==> src/rtl/fifo_burst_reader_pkg.sv <==
// fifo_rd_pkg: shared types and constants for fifo_burst_reader.
//   state_t        burst FSM states
//   SKID_DEPTH     number of skid-buffer entries
//   SKID_PW        skid-buffer pointer width
//   skid_ptr_next  circular pointer increment (wraps 2 -> 0)
package fifo_rd_pkg;

    typedef enum logic [1:0] {
        IDLE,
        RUN,
        DONE
    } state_t;

    localparam int unsigned SKID_DEPTH = 3;
    localparam int unsigned SKID_PW    = 2;

    typedef logic [SKID_PW-1:0] skid_ptr_t;

    function automatic skid_ptr_t skid_ptr_next(input skid_ptr_t p);
        return (p == skid_ptr_t'(SKID_DEPTH - 1)) ? '0 : p + skid_ptr_t'(1);
    endfunction

endpackage

==> src/rtl/fifo_burst_reader_if.sv <==
// fifo_burst_reader_if: FIFO read-side and output-stream signals of the
// burst reader.
//   fifo_empty  FIFO empty flag              (FIFO -> reader)
//   fifo_rd_en  FIFO read request            (reader -> FIFO)
//   fifo_data   FIFO read data, one cycle after an accepted read
//   m_valid     stream data valid            (reader -> consumer)
//   m_ready     stream accept                (consumer -> reader)
//   m_data      stream data                  (reader -> consumer)
// Modports: master = reader side, slave = FIFO/consumer side.
interface fifo_burst_reader_if #(
    parameter int W = 32
);
    logic         fifo_empty;
    logic         fifo_rd_en;
    logic [W-1:0] fifo_data;
    logic         m_valid;
    logic         m_ready;
    logic [W-1:0] m_data;

    modport master (
        input  fifo_empty, fifo_data, m_ready,
        output fifo_rd_en, m_valid, m_data
    );

    modport slave (
        output fifo_empty, fifo_data, m_ready,
        input  fifo_rd_en, m_valid, m_data
    );
endinterface

==> src/rtl/fifo_burst_reader_rd_skid_buf.sv <==
// rd_skid_buf: 3-entry circular buffer holding words read from the FIFO
// until the downstream consumer accepts them.
//   clk, rst   clock, asynchronous active-high reset
//   push       write push_data at the tail
//   push_data  word to store
//   pop        remove the head entry (ignored when empty)
//   occ        number of stored entries (0..3)
//   head       entry at the read pointer
module rd_skid_buf
    import fifo_rd_pkg::*;
#(
    parameter int W = 32
) (
    input  logic               clk,
    input  logic               rst,
    input  logic               push,
    input  logic [W-1:0]       push_data,
    input  logic               pop,
    output logic [SKID_PW-1:0] occ,
    output logic [W-1:0]       head
);

    logic [W-1:0] mem [SKID_DEPTH];
    skid_ptr_t    wr_ptr;
    skid_ptr_t    rd_ptr;
    logic         pop_ok;

    assign pop_ok = pop && (occ != '0);
    assign head   = mem[rd_ptr];

    always_ff @(posedge clk or posedge rst) begin
        if (rst) begin
            for (int unsigned i = 0; i < SKID_DEPTH; i++) begin
                mem[i] <= '0;
            end
            wr_ptr <= '0;
            rd_ptr <= '0;
            occ    <= '0;
        end else begin
            if (push) begin
                mem[wr_ptr] <= push_data;
                wr_ptr      <= skid_ptr_next(wr_ptr);
            end
            if (pop_ok) begin
                rd_ptr <= skid_ptr_next(rd_ptr);
            end
            // Simultaneous push and pop leave occupancy unchanged.
            case ({push, pop_ok})
                2'b10:   occ <= occ + 2'd1;
                2'b01:   occ <= occ - 2'd1;
                default: occ <= occ;
            endcase
        end
    end

endmodule

==> src/rtl/fifo_burst_reader.sv <==
// fifo_burst_reader: on a start command, reads exactly len words from a FIFO
// with a registered read port and forwards them on a valid/ready stream.
//   clk, rst  clock, asynchronous active-high reset
//   start     single-cycle burst request, sampled in IDLE only
//   len       burst length in words, sampled with start
//   busy      high while a burst is running or completing
//   done      one-cycle pulse at the end of a burst
//   bus       FIFO read port and output stream (master modport)
module fifo_burst_reader
    import fifo_rd_pkg::*;
#(
    parameter int W  = 32,
    parameter int LW = 16
) (
    input  logic                       clk,
    input  logic                       rst,
    input  logic                       start,
    input  logic [LW-1:0]              len,
    output logic                       busy,
    output logic                       done,
    fifo_burst_reader_if.master        bus
);

    state_t              state_q;
    state_t              state_d;
    logic [LW-1:0]       len_q;
    logic [LW-1:0]       issued;
    logic [LW-1:0]       delivered;
    logic                inflight;
    logic [SKID_PW-1:0]  occ;
    logic [SKID_PW:0]    pending;
    logic                rd_en;
    logic                xfer;
    logic                last;

    // Words already committed to the skid buffer: stored plus the one in the
    // FIFO read pipeline. Reads stop once that reaches the buffer depth, so
    // the buffer can never overflow under backpressure.
    assign pending = {1'b0, occ} + {{SKID_PW{1'b0}}, inflight};

    assign rd_en = (state_q == RUN) && !bus.fifo_empty && (issued < len_q)
                   && (pending < (SKID_PW + 1)'(SKID_DEPTH));
    assign xfer  = bus.m_valid && bus.m_ready;
    assign last  = xfer && (delivered + LW'(1) == len_q);

    assign bus.fifo_rd_en = rd_en;
    assign bus.m_valid    = (occ != '0);

    rd_skid_buf #(
        .W (W)
    ) u_skid (
        .clk       (clk),
        .rst       (rst),
        .push      (inflight),
        .push_data (bus.fifo_data),
        .pop       (xfer),
        .occ       (occ),
        .head      (bus.m_data)
    );

    always_ff @(posedge clk or posedge rst) begin
        if (rst) begin
            state_q <= IDLE;
        end else begin
            state_q <= state_d;
        end
    end

    always_comb begin
        state_d = state_q;
        busy    = 1'b0;
        done    = 1'b0;
        case (state_q)
            IDLE: begin
                if (start) begin
                    state_d = (len == '0) ? DONE : RUN;
                end
            end
            RUN: begin
                busy = 1'b1;
                if (last) begin
                    state_d = DONE;
                end
            end
            DONE: begin
                busy    = 1'b1;
                done    = 1'b1;
                state_d = IDLE;
            end
            default: state_d = IDLE;
        endcase
    end

    always_ff @(posedge clk or posedge rst) begin
        if (rst) begin
            len_q     <= '0;
            issued    <= '0;
            delivered <= '0;
            inflight  <= 1'b0;
        end else begin
            // The FIFO presents read data one edge after the read is accepted.
            inflight <= rd_en;
            if (state_q == IDLE && start && len != '0) begin
                len_q     <= len;
                issued    <= '0;
                delivered <= '0;
            end else begin
                if (rd_en) begin
                    issued <= issued + LW'(1);
                end
                if (xfer && state_q == RUN) begin
                    delivered <= delivered + LW'(1);
                end
            end
        end
    end

endmodule

==> src/flat_wrapper.sv <==
// flat-port wrapper written by rule: the top's interface ports become plain ports
module fifo_burst_reader_flat import fifo_rd_pkg::*;
#(
    parameter int W  = 32,
    parameter int LW = 16
)
  (clk, rst, start, len, busy, done, bus_fifo_empty, bus_fifo_data, bus_m_ready, bus_fifo_rd_en, bus_m_valid, bus_m_data);
  fifo_burst_reader_if #(.W(W)) bus_i ();
  input  logic clk;
  input  logic rst;
  input  logic start;
  input  logic [LW-1:0] len;
  output logic busy;
  output logic done;
  input wire logic [$bits(bus_i.fifo_empty)-1:0] bus_fifo_empty;
  input wire logic [$bits(bus_i.fifo_data)-1:0] bus_fifo_data;
  input wire logic [$bits(bus_i.m_ready)-1:0] bus_m_ready;
  output wire logic [$bits(bus_i.fifo_rd_en)-1:0] bus_fifo_rd_en;
  output wire logic [$bits(bus_i.m_valid)-1:0] bus_m_valid;
  output wire logic [$bits(bus_i.m_data)-1:0] bus_m_data;
  assign bus_i.fifo_empty = bus_fifo_empty;
  assign bus_i.fifo_data = bus_fifo_data;
  assign bus_i.m_ready = bus_m_ready;
  assign bus_fifo_rd_en = bus_i.fifo_rd_en;
  assign bus_m_valid = bus_i.m_valid;
  assign bus_m_data = bus_i.m_data;
  fifo_burst_reader #(.W(W), .LW(LW)) u_core (.clk(clk), .rst(rst), .start(start), .len(len), .busy(busy), .done(done), .bus(bus_i));
endmodule
==> config.mk <==
export PLATFORM = sky130hd
export DESIGN_NAME = fifo_burst_reader_flat
export DESIGN_NICKNAME = d
export VERILOG_FILES = /design/src/rtl/fifo_burst_reader_pkg.sv /design/src/rtl/fifo_burst_reader_if.sv /design/src/rtl/fifo_burst_reader_rd_skid_buf.sv /design/src/rtl/fifo_burst_reader.sv /design/src/flat_wrapper.sv
export SDC_FILE = /design/constraint.sdc
export NUM_CORES = 1
export LEC_CHECK = 0
export BUFFER_PORTS_ARGS = -buffer_cell sky130_fd_sc_hd__clkbuf_2
export CAP_MARGIN = 20
export CELL_PAD_IN_SITES_DETAIL_PLACEMENT = 0
export CELL_PAD_IN_SITES_GLOBAL_PLACEMENT = 1
export CORE_UTILIZATION = 44
export CTS_BUF_LIST = sky130_fd_sc_hd__clkbuf_16
export CTS_CLUSTER_DIAMETER = 200
export CTS_CLUSTER_SIZE = 10
export DETAILED_ROUTE_END_ITERATION = 16
export GPL_TIMING_DRIVEN = 0
export PLACE_DENSITY_LB_ADDON = 0.1
export SYNTH_ARGS = -nofsm -noshare
export SYNTH_HDL_FRONTEND = slang
export SYNTH_HIERARCHICAL = 1
export SYNTH_SLANG_ARGS = --single-unit
==> constraint.sdc <==
create_clock -name clk -period 3.95 [get_ports clk]
set_clock_uncertainty 0.1 [all_clocks]
set_input_delay 0.79 -clock clk [delete_from_list [all_inputs] [get_ports clk]]
set_output_delay 0.79 -clock clk [all_outputs]
set_load 0.02 [all_outputs]
## Word-level counts from Yosys, hierarchy flattened

Cells that the tools add are included.

| storage, ports and cells | value |
|---|---|
| register bits after elaboration | 153 |
| input bits | 53 |
| output and inout bits | 36 |
| logic and storage cells | 73 |

| cells by class | value |
|---|---|
| $add $sub $neg | 7 |
| magnitude comparators | 5 |
| equal/unequal tests | 9 |
| multiplexer cells | 19 |
| bitwise operators | 2 |
| reductions and logical operators | 20 |

Operators by type and width:

| operator | number |
|---|---|
| $bwmux 96 | 1 |
| $mux 32 | 3 |
| $bmux 32 s2 | 1 |
| $demux 32 s2 | 1 |
| $mux 16 | 4 |
| $add 16x1->16 const B | 2 |
| $eq 16x16->1 | 1 |
| $logic_not 16->1 | 1 |
| $lt 16x16->1 | 1 |
| $reduce_bool 16->1 | 1 |
| $logic_and 1x1->1 | 10 |
| $mux 2 | 5 |
| $eq 2x2->1 const B | 4 |
| $pmux 2 s2 | 2 |
| $reduce_bool 2->1 | 4 |
| $add 2x1->2 const B | 3 |
| $ge 3x3->1 const B | 2 |
| $not 2->3 | 2 |
| $eq 2x1->1 const B | 2 |
| $add 2x1->3 | 1 |
| $lt 3x1->1 const B | 1 |
| $lt 3x2->1 const B | 1 |
| $logic_not 2->1 | 1 |
| $mux 1 | 2 |
| other kinds (6) | 6 |

## Longest topological paths before layout

Gate-level depths: netlist of run 1.

| depth | value |
|---|---|
| word-level depth | 6 |
| mapped depth | 11 |
| mapped depth without buffers | 9 |

## Cells and area by module

The synthesis of run 1 kept the hierarchy.

Modules (own cells, without submodules):

| module | times used | cells an instance | area an instance (um^2) | seq. area each (um^2) |
|---|---|---|---|---|
| rd_skid_buf | 1 | 334 | 4,594.4 | 2,552.4 |
| fifo_burst_reader | 1 | 405 | 3,458.3 | 1,276.2 |

## Least setup slack after synthesis of run 1

OpenSTA, ideal clock, no wires.

| timing path | value |
|---|---|
| path kind | input to output |
| start | input bus_fifo_empty |
| end | output bus_fifo_rd_en |
| arrival | 1.978 ns |
| data required time | 3.060 ns |
| path slack | 1.082 ns |
| stages on the path | 5 |
| path buffers | 2 |
| cells stage by stage | nor4b_1 > nand3_1 > clkbuf_1 > clkbuf_1 > nor2_1 |

| between the ends | value |
|---|---|
| cells in the longest elaborated chain, start to end | 4 |

Ends and longest elaborated chain:

| what | RTL line | text |
|---|---|---|
| start, declared | flat_wrapper.sv:15 | `input wire logic [$bits(bus_i.fifo_empty)-1:0] bus_fifo_empty;` |
| $logic_not 1->1 | fifo_burst_reader.sv:41 | `assign rd_en = (state_q == RUN) && !bus.fifo_empty && (issued < len_q)` |
| $logic_and 1x1->1 (2 in series) | fifo_burst_reader.sv:41 |  |
| $logic_and 1x1->1 | fifo_burst_reader.sv:42 | `&& (pending < (SKID_PW + 1)'(SKID_DEPTH));` |
| end, declared | flat_wrapper.sv:18 | `output wire logic [$bits(bus_i.fifo_rd_en)-1:0] bus_fifo_rd_en;` |

No other way between the ends.

## Final worst setup path of run 1

| timing path | value |
|---|---|
| start | register u_core.state_q[1] |
| end | output bus_fifo_rd_en |

| between the ends | value |
|---|---|
| cells in the longest elaborated chain, start to end | 4 |

Ends and longest elaborated chain:

| what | RTL line | text |
|---|---|---|
| start, declared | fifo_burst_reader.sv:24 | `state_t state_q;` |
| start signal, assigned | fifo_burst_reader.sv:65 | `state_q <= state_d;` |
| $eq 2x1->1 | fifo_burst_reader.sv:41 |  |
| $logic_and 1x1->1 (2 in series) | fifo_burst_reader.sv:41 |  |
| $logic_and 1x1->1 | fifo_burst_reader.sv:42 |  |

No other way between the ends.

==> impl_metrics.json, run 1 <==
{
  "io_buffers": 88,
  "drive_gt1_frac": 0.290,
  "grt_pass1_wl_mm": 31.7,
  "path_class": "flip-flop to output pin",
  "wl_per_cell_um": 18.1,
  "drv_slew": 0,
  "antenna_found_initial": 0,
  "crit_required_ns": 3.06,
  "overflow": 0,
  "synth_edf_count": 0,
  "max_freq_ghz": 0.271,
  "die-area_um2": 18800,
  "synth_top_area_frac": 0.475,
  "synth_area_leaders": "dfrtp_1, mux2_2, mux2_4, mux2i_1, nand2_1",
  "crit_fanout": 10,
  "ios": 89,
  "num_rows": 49,
  "drcViolationCount": 0,
  "synth_cell_type_count": 57,
  "synth_warnings": 6,
  "power.total_mw": 7.03,
  "slowest_stage": "dfrtp_1",
  "netlist_area_um2": 8050,
  "syn_inst": 739,
  "clock_sinks": 153,
  "root_buffer": "clkbuf_16",
  "dp_worst_setup_slack_ns": 0.490,
  "status": "completed",
  "fin_cells": 1089,
  "peakVddDrop_mv": 0.462,
  "setup.worst_path.start": "u_core/state_q[1]$_DFFE_PP0P_",
  "fp.dieW_um": 137,
  "cts.clk_slew.worst_paths_ns": 0.06,
  "worst_slew_pin_slew_ns": 0.625,
  "grt_start_max_net_pins": 67,
  "async_flop_share": 1.00,
  "period_share": 0.936,
  "finalWeightedCongestion": 0.799,
  "numCtsBuffers": 17,
  "endpoint": "bus_fifo_rd_en",
  "grt_usage": 0.221,
  "postCtsHoldBufs": 0,
  "grt_pass1_vias": 6100,
  "max_cap_violations": 0,
  "worst-r2r-setup-slack_ns": 0.93,
  "area_growth_pct": 17.2,
  "cpMostUsedCell": "clkbuf_1",
  "rsz0062_at_grt": "false",
  "viasPerCell": 5.50,
  "setup_viol": 0,
  "hpwl_mm": 14.2,
  "dp_cells": 1058,
  "holdWs_ns": 0.245,
  "clk_path_buf_depth": 2,
  "post-route-min-period_ns": 3.70,
  "reg2reg_from": "u_core/len_q[14]$_DFFE_PP0P_",
  "syn_area_per_cell_um2": 10.9,
  "fin_nets": 924,
  "setup_slack_ns": 0.253,
  "tritoncts": "done",
  "synth_largest_area_cell": "dfrtp_1",
  "worst_setup_path_start_kind": "flip-flop",
  "hold_viol": 0,
  "synth_flop_cell": "dfrtp_1",
  "final_antenna_net_count": 0,
  "crit_chain": "inv_1 -> ha_1 -> nor4b_2 -> nand3_1 -> clkbuf_1 -> clkbuf_1 -> nor2_1 -> clkbuf_2",
  "vias": 5992,
  "synth_seq_cells": 153,
  "die_h_um": 137,
  "initial_core_util": 0.448,
  "seq_area_frac_synth": 0.475,
  "crit_arrival_ns": 2.81,
  "hp-class": "primary input to async pin",
  "timing.rr.end": "u_core/issued[6]$_DFFE_PP0P_",
  "p_per_area_nw_per_um2": 745,
  "coreArea_um2": 18000,
  "clk_latency_ns": 0.42,
  "p_leak_nw": 4.38,
  "maxSlewHeadroom": 0.584,
  "drt-total-wl_mm": 19.7,
  "diodes": 0,
  "crit_path_max_incr_delay_ns": 0.38,
  "synth_nets": 815,
  "critPathCaptureType": "output pin",
  "first_pass_iters": 5,
  "h-tree-depth": 4,
  "fill_cells": 1641,
  "r2r_cells": 10,
  "dr.first_iter.drc_count": 308
}
per-layer routing:
layer | wire length [um] | share of wire | GRT usage | vias to the layer above
met4 | 443 | 0.023 | 0.0818 | 0
met2 | 9740 | 0.50 | 0.381 | 168
met1 | 8680 | 0.44 | 0.268 | 2956
met5 | 0 | 0 | 0 | -
met3 | 809 | 0.041 | 0.0515 | 28
li1 | - | - | - | 2840
state kept, by name (all words and copies together) (netlist names):
signal                cells
u_core/u_skid/mem        96
u_core/u_skid/wr_ptr      2
u_core/state_q            2
u_core/inflight           1
u_core/u_skid/rd_ptr      2
u_core/delivered         16
u_core/issued            16
u_core/len_q             16
u_core/u_skid/occ         2
placed cells by master, fill, tap and decap left out, types with 5 or more instances in the layout:
cell type and count:
or3_1 16, xnor2_1 19, xor2_1 15, mux2_4 30, o21ai_0 60, or4_1 12, clkbuf_16 17, a21oi_1 19
nand2b_1 6, ha_1 23, and3_1 5, o31ai_1 7, clkbuf_2 90, a21o_1 7, inv_1 27, mux2i_1 35
nand3_1 16, nand2_1 83, mux2_2 67, buf_2 13, clkbuf_1 19, dfrtp_1 153, nor2_1 24, nor4_1 11
nor3_1 13
cell families after synthesis:
kind of cell             after synthesis  synth area share
XOR/XNOR                              34            0.0370
AO/OA/AOI/OAI                        118            0.0850
buffers and inverters                 70            0.0385
flip-flops                           153             0.475
multiplexers                         132             0.193
AND/OR/NAND/NOR                      209             0.135
adder cells (fa/ha/maj)               23            0.0357
synthesized netlist by cell type, types with 3 or more instances:
cell and instances:
o21ai_0 60, xnor2_1 19, and3_1 5, ha_1 23, inv_1 28, a21o_1 7
nand3_1 16, dfrtp_1 153, o21ai_1 4, o31ai_1 7, buf_6 4, o211ai_1 4
o21a_1 3, a31oi_1 3, nand2_1 83, nor3_1 13, xor2_1 15, nand2b_1 6
nor2_1 24, mux2_4 30, mux2i_1 35, mux2_2 67, nor2b_1 3, clkbuf_1 20
or3_1 16, nand4_1 4, nor4_1 11, buf_2 13, or4_1 12, a21oi_1 19
worst max-delay path: cells and delay by family, from the launching register on:
| family | cells | cell delay [ns] |
|---|---|---|
| buf+inv | 4 | 0.87 |
| simple gates | 3 | 0.77 |
| flops | 1 | 0.38 |
| fa+ha+maj | 1 | 0.37 |
what timing repair did:
action / 4_1_cts / 5_1_grt
setup buffers: 0 / 0
setup endpoints to repair: 0 / 1
resized for setup: 0 / 3
cell type report:
type | count | area (um^2) | area share
inverters | 30 | 115 | 0.0122
multi-input cells | 516 | 3920 | 0.415
clock buffers | 17 | 425 | 0.0451
well taps | 229 | 287 | 0.0304
repair buffers | 90 | 488 | 0.0517
flip-flops and latches | 153 | 3830 | 0.406
plain buffers | 40 | 199 | 0.0211
clock inverters | 14 | 173 | 0.0183
power breakdown:
| group | switching (mW) | total (mW) | internal (mW) |
|---|---|---|---|
| registers | 0.386 | 2.56 | 2.18 |
| clock network | 0.667 | 1.66 | 0.996 |
| logic | 1.50 | 2.81 | 1.31 |
| total | 2.56 | 7.03 | 4.48 |
how the worst min path moves through the flow:
stage                                                 start                                 to  depth (start not counted)
after floorplan            u_core/u_skid/mem[2]$_DFFE_PP0P_   u_core/u_skid/mem[2]$_DFFE_PP0P_                          1
after global placement    u_core/u_skid/mem[38]$_DFFE_PP0P_  u_core/u_skid/mem[38]$_DFFE_PP0P_                          1
after detailed placement  u_core/u_skid/mem[55]$_DFFE_PP0P_  u_core/u_skid/mem[55]$_DFFE_PP0P_                          1
after CTS                                               rst   u_core/delivered[10]$_DFFE_PP0P_                          2
after global routing                                    rst   u_core/delivered[10]$_DFFE_PP0P_                          2
final                                                   rst   u_core/delivered[10]$_DFFE_PP0P_                          2
per-stage QoR:
stage / instance area, um^2 / setup TNS, ns / utilization
global placement: 8780 / -60.86 / 0.489
floorplan: 8050 / 0 / -
detailed placement: 8830 / 0 / 0.492
finish: 9440 / 0 / 0.525
global route: 9440 / 0 / 0.525
CTS: 9430 / 0 / 0.525
No activity file was read; power rests on OpenSTA's default activity.
==> inputs of run 2 (changes only) <==
--- a/config.mk
+++ b/config.mk
@@ -6,7 +6,7 @@
 export NUM_CORES = 1
 export LEC_CHECK = 0
 export BUFFER_PORTS_ARGS = -buffer_cell sky130_fd_sc_hd__clkbuf_2
-export CAP_MARGIN = 20
+export CAP_MARGIN = 15
 export CELL_PAD_IN_SITES_DETAIL_PLACEMENT = 0
 export CELL_PAD_IN_SITES_GLOBAL_PLACEMENT = 1
 export CORE_UTILIZATION = 44
@@ -18,5 +18,4 @@
 export PLACE_DENSITY_LB_ADDON = 0.1
 export SYNTH_ARGS = -nofsm -noshare
 export SYNTH_HDL_FRONTEND = slang
-export SYNTH_HIERARCHICAL = 1
 export SYNTH_SLANG_ARGS = --single-unit
==> impl_metrics.json, run 2 <==
{
  "placed_area_um2": 8500,
  "overflow": 0,
  "synth_edf_count": 0,
  "swShare": 0.377,
  "initial_core_util": 0.458,
  "netlist_top_cells_count": "dfrtp_1, mux2_2, nand2_1, o21ai_0, mux2i_1",
  "fin_area_um2": 9090,
  "synth_top_area_frac": 0.497,
  "fp.dieW_um": 134,
  "final_antenna_net_count": 0,
  "die-area_um2": 18000,
  "rsz0062_at_grt": "false",
  "synth_nets": 783,
  "root_buffer": "clkbuf_16",
  "tritoncts": "done",
  "tns_ns": 0,
  "clock_sinks": 153,
  "crit_arrival_ns": 2.88,
  "first_pass_iters": 6,
  "seqPwrFrac": 0.368,
  "grt_start_max_net_pins": 45,
  "largest_reg_flops": 96,
  "die_h_um": 134,
  "crit_required_ns": 3.06,
  "clk_latency_ns": 0.43,
  "max_cap_violations": 0,
  "h-tree-depth": 4,
  "coreArea_um2": 16800,
  "wl_per_cell_um": 17.2,
  "synth_largest_area_cell": "dfrtp_1",
  "final_util": 0.541,
  "max_freq_ghz": 0.265,
  "synth_seq_cells": 153,
  "drt-total-wl_mm": 18.1,
  "synth_warnings": 0,
  "critPathCaptureType": "output pin",
  "drv_slew": 0,
  "setup_slack_ns": 0.179,
  "hp-class": "primary input to async pin",
  "fill_cells": 1555,
  "drcViolationCount": 0,
  "layout_common_cells": "dfrtp_1, mux2_2, clkbuf_2, nand2_1, o21ai_0",
  "diodes": 0,
  "worst_slew_pin_slew_ns": 0.848,
  "area_growth_pct": 18.2,
  "syn_inst": 707,
  "grt_usage": 0.212,
  "grt_pass1_vias": 5690,
  "drive_gt1_frac": 0.278,
  "period_share": 0.955,
  "maxSlewHeadroom": 0.435,
  "vias": 5732,
  "clk_path_buf_depth": 2,
  "num_rows": 47,
  "viasPerCell": 5.45,
  "cts.clk_slew.worst_paths_ns": 0.07,
  "p_leak_nw": 4.06,
  "path_class": "flip-flop to output pin",
  "p_per_area_nw_per_um2": 756,
  "combPwrFrac": 0.395,
  "crit_fanout": 10,
  "synth.most_common_cell": "dfrtp_1",
  "power.share.clock": 0.237,
  "synth_cell_type_count": 47,
  "async_flop_share": 1.00,
  "maxUsedRoutingLayer": "met4",
  "dr.first_iter.drc_count": 240,
  "synth_area_leaders": "dfrtp_1, mux2_2, mux2i_1, nand2_1, ha_1",
  "finalWeightedCongestion": 0.899,
  "hold_viol": 0,
  "peakVddDrop_mv": 0.389,
  "syn_area_per_cell_um2": 10.9,
  "power.total_mw": 6.88,
  "hpwl_mm": 13.3,
  "dr_wl_met3_um": 717,
  "power.switching_mw": 2.60,
  "fin_nets": 894,
  "synth_flop_cell": "dfrtp_1",
  "dp_worst_setup_slack_ns": 0.509,
  "worst_setup_path_start_kind": "flip-flop",
  "numCtsBuffers": 17,
  "io_buffers": 88,
  "antenna_found_initial": 0,
  "grt_pass1_wl_mm": 29.5,
  "setup_viol": 0,
  "seq_area_frac_synth": 0.497,
  "status": "completed",
  "m1WireLength_mm": 8.47,
  "post-route-min-period_ns": 3.77,
  "netlist_area_um2": 7700,
  "top_register": "u_core.u_skid.mem",
  "ios": 89,
  "layout_commonest_cell": "dfrtp_1",
  "dr_wl_met2_mm": 8.63,
  "p_int_mw": 4.28
}
==> run 2: cell count changes after synthesis, sizes merged, moves of 4 or more <==
cell | previous run | this run
buf | 19 | 7
or3 | 17 | 7
xnor2 | 19 | 29
clkbuf | 21 | 29
o21ai | 64 | 57
or4 | 12 | 6
nor4 | 14 | 9
xor2 | 15 | 10
nand2 | 83 | 79
nand4 | 5 | 9
nor2 | 24 | 28
nor3 | 14 | 10
==> run 2: what timing repair did <==
action,CTS,global route
gates resized for setup,0,3
endpoints found under the setup margin,0,1
buffers inserted,0,0
hold buffers,0,0
==> run 2: per-layer routing <==
metal	vias to the layer above	track usage
met5	-	0
met3	18	0.0488
met2	103	0.345
li1	2740	-
met1	2871	0.285
met4	0	0.0524
==> run 2: layout make-up <==
class | count | area (um^2) | share of cell area
Sequential cell | 153 | 3830 | 0.421
Clock inverter | 15 | 168 | 0.0184
Clock buffer | 17 | 425 | 0.0468
Timing Repair Buffer | 92 | 523 | 0.0575
Multi-Input combinational cell | 491 | 3630 | 0.399
Buffer | 36 | 143 | 0.0157
Inverter | 27 | 105 | 0.0116
Tap cell | 220 | 275 | 0.0303
==> run 2: logic make-up after synthesis <==
| kind of cell | count (synthesis) | share of synthesized area |
|---|---|---|
| AO/OA/AOI/OAI | 112 | 0.0881 |
| XOR/XNOR | 39 | 0.0444 |
| adder cells (fa/ha/maj) | 23 | 0.0374 |
| buffers and inverters | 63 | 0.0317 |
| flip-flops | 153 | 0.497 |
| multiplexers | 131 | 0.186 |
| AND/OR/NAND/NOR | 186 | 0.115 |
==> run 2: per-stage QoR <==
step / std cells / hold slack [ns]
6_report: 1051 / 0.229
5_1_grt: 1051 / 0.245
4_1_cts: 1051 / 0.227
3_5_place_dp: 1019 / 0.387
3_3_place_gp: 1015 / 0.383
2_1_floorplan: 707 / 0.361
==> run 2: path summary, 6_finish.rpt <==
kind	start	end	slack, ns	depth (start not counted)
worst max-delay path	u_core.state_q[1]$_DFFE_PP0P_	bus_fifo_rd_en	0.18	10
worst min-delay path	rst	u_core.delivered[14]$_DFFE_PP0P_	0.23	2
max in group asynchronous	rst	u_core.u_skid.wr_ptr[1]$_DFFE_PP0P_	2.73	4
worst min register to register	u_core.u_skid.occ[1]$_DFFE_PP0P_	u_core.u_skid.occ[1]$_DFFE_PP0P_	0.39	1
min in group clk	u_core.u_skid.occ[1]$_DFFE_PP0P_	u_core.u_skid.occ[1]$_DFFE_PP0P_	0.39	1
worst max register to register	u_core.state_q[1]$_DFFE_PP0P_	u_core.issued[13]$_DFFE_PP0P_	0.96	11
==> run 2: worst max-delay path, stage by stage (launching register included) <==
cell and delay [ns]:
dfrtp_1 0.42, inv_1 0.10, ha_2 0.25, inv_2 0.09
or4_1 0.56, a221oi_2 0.21, o211ai_2 0.18, a21o_1 0.21
buf_6 0.14, inv_1 0.14, buf_4 0.17
==> run 2: power by group through the flow <==
stage / sequential (mW) / clock [mW] / combinational (mW)
2_1_floorplan: 2.44 / 0 / 2.00
3_3_place_gp: 2.50 / 0 / 2.64
3_5_place_dp: 2.55 / 0 / 2.74
4_1_cts: 2.53 / 1.67 / 2.75
5_1_grt: 2.61 / 1.74 / 2.95
6_report: 2.53 / 1.63 / 2.71
==> inputs of run 3 (changes only) <==
--- a/config.mk
+++ b/config.mk
@@ -5,6 +5,7 @@
 export SDC_FILE = /design/constraint.sdc
 export NUM_CORES = 1
 export LEC_CHECK = 0
+export ABC_AREA = 1
 export BUFFER_PORTS_ARGS = -buffer_cell sky130_fd_sc_hd__clkbuf_2
 export CAP_MARGIN = 15
 export CELL_PAD_IN_SITES_DETAIL_PLACEMENT = 0
==> impl_metrics.json, run 3 <==
{
  "status": "completed",
  "area_growth_pct": 18.5,
  "drcViolationCount": 0,
  "crit_required_ns": 3.06,
  "diodes": 0,
  "setup_viol": 0,
  "slowest_stage": "clkbuf_1",
  "post-cts-setup-buffer-count": 0,
  "numCtsBuffers": 17,
  "seq_area_frac_synth": 0.488,
  "power.switching_mw": 3.04,
  "layout_commonest_cell": "nand2_1",
  "vias": 6806,
  "path_class": "flip-flop to output pin",
  "timing.rr.end": "u_core.state_q[0]$_DFFE_PP0P_",
  "synth_edf_count": 0,
  "crit_buf_inv": 4,
  "cts.clk_slew.worst_paths_ns": 0.06,
  "grt_pass1_vias": 6592,
  "clk_path_buf_depth": 2,
  "initial_core_util": 0.452,
  "root_buffer": "clkbuf_16",
  "peakVddDrop_mv": 0.358,
  "swShare": 0.407,
  "synth_cell_type_count": 35,
  "syn_area_per_cell_um2": 8.02,
  "seqPwrFrac": 0.357,
  "final_antenna_net_count": 0,
  "placed_area_um2": 8650,
  "fin_nets": 1165,
  "clock_sinks": 153,
  "syn_inst": 978,
  "power.share.clock": 0.241,
  "synth_warnings": 0,
  "overflow": 0,
  "maxSlewHeadroom": 0.448,
  "postCtsHoldBufs": 0,
  "combPwrFrac": 0.402,
  "synth_flop_cell": "dfrtp_1",
  "crit_path_max_incr_delay_ns": 0.49,
  "antenna_found_initial": 0,
  "cts_resized": 0,
  "fin_area_um2": 9300,
  "grt_start_max_net_pins": 36,
  "synth_nets": 1054,
  "worst_slew_pin_slew_ns": 0.826,
  "busiest_layer": "met2",
  "period_share": 0.828,
  "layout_common_cells": "nand2_1, dfrtp_1, o21ai_0, inv_1, nand3_1",
  "die-area_um2": 18400,
  "drive_gt1_frac": 0.135,
  "p_leak_nw": 4.72,
  "hp-class": "flip-flop to flip-flop",
  "async_flop_share": 1.00,
  "max_cap_violations": 0,
  "cpMostUsedCell": "clkbuf_1",
  "coreArea_um2": 17400,
  "die_h_um": 136,
  "endpoint": "bus_m_data[1]",
  "post-route-min-period_ns": 3.27,
  "critPathCaptureType": "output pin",
  "synth_area_leaders": "dfrtp_1, nand2_1, o21ai_0, inv_1, nand3_1",
  "synth_seq_cells": 153,
  "largest_reg_flops": 96,
  "crit_fanout": 10,
  "viasPerCell": 5.13,
  "synth_top_area_frac": 0.488,
  "finalWeightedCongestion": 0.840,
  "worst_setup_path_start_kind": "flip-flop",
  "setup.worst_path.start": "u_core.u_skid.rd_ptr[1]$_DFFE_PP0P_",
  "rsz0062_at_grt": "false",
  "netlist_area_um2": 7850,
  "grt_util_met2": 0.385,
  "dr.first_iter.drc_count": 381,
  "worst-r2r-setup-slack_ns": 1.63,
  "drv_slew": 0,
  "netlist_top_cells_count": "nand2_1, dfrtp_1, o21ai_0, inv_1, nand3_1",
  "fp.dieW_um": 136,
  "tns_ns": 0,
  "hpwl_mm": 15.0,
  "first_pass_iters": 5,
  "grt_pass1_wl_mm": 34.1,
  "max_freq_ghz": 0.306,
  "critPathTopFamily": "buffers and inverters",
  "r2r_cells": 14,
  "drt-total-wl_mm": 20.6,
  "io_buffers": 88,
  "wl_per_cell_um": 15.5,
  "met3_usage": 0.0393,
  "num_rows": 48,
  "synth_largest_area_cell": "dfrtp_1",
  "grt_usage": 0.243,
  "crit_arrival_ns": 2.38,
  "p_per_area_nw_per_um2": 803,
  "tritoncts": "done",
  "crit_chain": "clkbuf_1 -> or2_2 -> clkbuf_1 -> clkbuf_1 -> o211ai_1 -> clkbuf_2",
  "synth.most_common_cell": "nand2_1",
  "met1_usage": 0.337,
  "h-tree-depth": 4,
  "clk_latency_ns": 0.43,
  "p_int_mw": 4.43,
  "cp.depth": 6,
  "reg2reg_from": "u_core.delivered[0]$_DFFE_PP0P_",
  "ios": 89,
  "hold_viol": 0,
  "top_register": "u_core.u_skid.mem"
}
-- run 3: changes by cell type in the layout (fill, tap and decap cells not counted), moves of 6 or more --
cell,before,now
o211ai_1,2,33
or4_1,6,0
a21o_1,8,0
nand2_1,79,246
clkbuf_1,29,39
mux2i_1,34,0
xnor2_1,29,8
mux2_2,97,0
nand3_1,17,90
o21ai_0,57,135
inv_1,25,124
or3_1,7,0
-- run 3: worst min path at each step --
| stage | start | endpoint | slack (ns) | depth (start not counted) |
|---|---|---|---|---|
| after global placement | u_core.u_skid.mem[68]$_DFFE_PP0P_ | u_core.u_skid.mem[68]$_DFFE_PP0P_ | 0.37 | 2 |
| after floorplan | u_core.u_skid.mem[32]$_DFFE_PP0P_ | u_core.u_skid.mem[32]$_DFFE_PP0P_ | 0.35 | 2 |
| after global routing | u_core.u_skid.mem[89]$_DFFE_PP0P_ | u_core.u_skid.mem[89]$_DFFE_PP0P_ | 0.40 | 2 |
| after CTS | u_core.u_skid.mem[28]$_DFFE_PP0P_ | u_core.u_skid.mem[28]$_DFFE_PP0P_ | 0.39 | 2 |
| after detailed placement | u_core.u_skid.mem[50]$_DFFE_PP0P_ | u_core.u_skid.mem[50]$_DFFE_PP0P_ | 0.37 | 2 |
| final | u_core.u_skid.mem[49]$_DFFE_PP0P_ | u_core.u_skid.mem[49]$_DFFE_PP0P_ | 0.38 | 2 |
-- run 3: layer usage --
metal | part of all wire | vias to the layer above
met1 | 0.48 | 3197
met3 | 0.040 | 28
li1 | - | 3417
met4 | 0.015 | 0
met2 | 0.47 | 164
met5 | 0 | -
-- run 3: worst reg2reg max path, cell delays in order, from the launching register on --
cell and delay [ns]:
dfrtp_1 0.42, ha_1 0.24, nand2_2 0.13, nor2_8 0.15
nand3_1 0.13, nand3_1 0.14, nand2_1 0.06, nor3_1 0.25
nand2_1 0.10, nor2_1 0.12, nand2_1 0.10, nand2_2 0.09
nand2_1 0.06, nand2_1 0.06, nand2_1 0.04
-- run 3: final cells by class --
type | instances | area [um^2]
clock buffers | 17 | 425
plain buffers | 46 | 178
flip-flops and latches | 153 | 3830
well taps | 225 | 282
multi-input cells | 651 | 3360
inverters | 128 | 484
repair buffers | 92 | 520
clock inverters | 15 | 224
fillers | 1722 | 8050
-- run 3: metrics by stage --
stage | total power, mW | util | worst slack (ns) | instances | hold WS [ns]
floorplan | 4.73 | - | 1.13 | 978 | 0.353
global placement | 5.64 | 0.494 | 0.0339 | 1291 | 0.366
CTS | 7.53 | 0.536 | 0.643 | 1327 | 0.388
finish | 7.47 | 0.536 | 0.679 | 1327 | 0.382
global route | 8.10 | 0.536 | 0.510 | 1327 | 0.405
detailed placement | 5.71 | 0.499 | 1.09 | 1295 | 0.372
-- run 3: kinds of logic after synthesis --
logic type               count (synthesis)  synth area share
AO/OA/AOI/OAI                          200             0.139
XOR/XNOR                                19            0.0252
AND/OR/NAND/NOR                        409             0.227
adder cells (fa/ha/maj)                 23            0.0367
buffers and inverters                  174            0.0839
flip-flops                             153             0.488
-- run 3: power groups by stage --
stage / Clock (mW) / Sequential (mW) / Combinational (mW)
6_report: 1.80 / 2.67 / 3.00
5_1_grt: 1.90 / 2.77 / 3.43
4_1_cts: 1.82 / 2.66 / 3.04
3_5_place_dp: 0 / 2.68 / 3.03
3_3_place_gp: 0 / 2.67 / 2.97
2_1_floorplan: 0 / 2.59 / 2.14
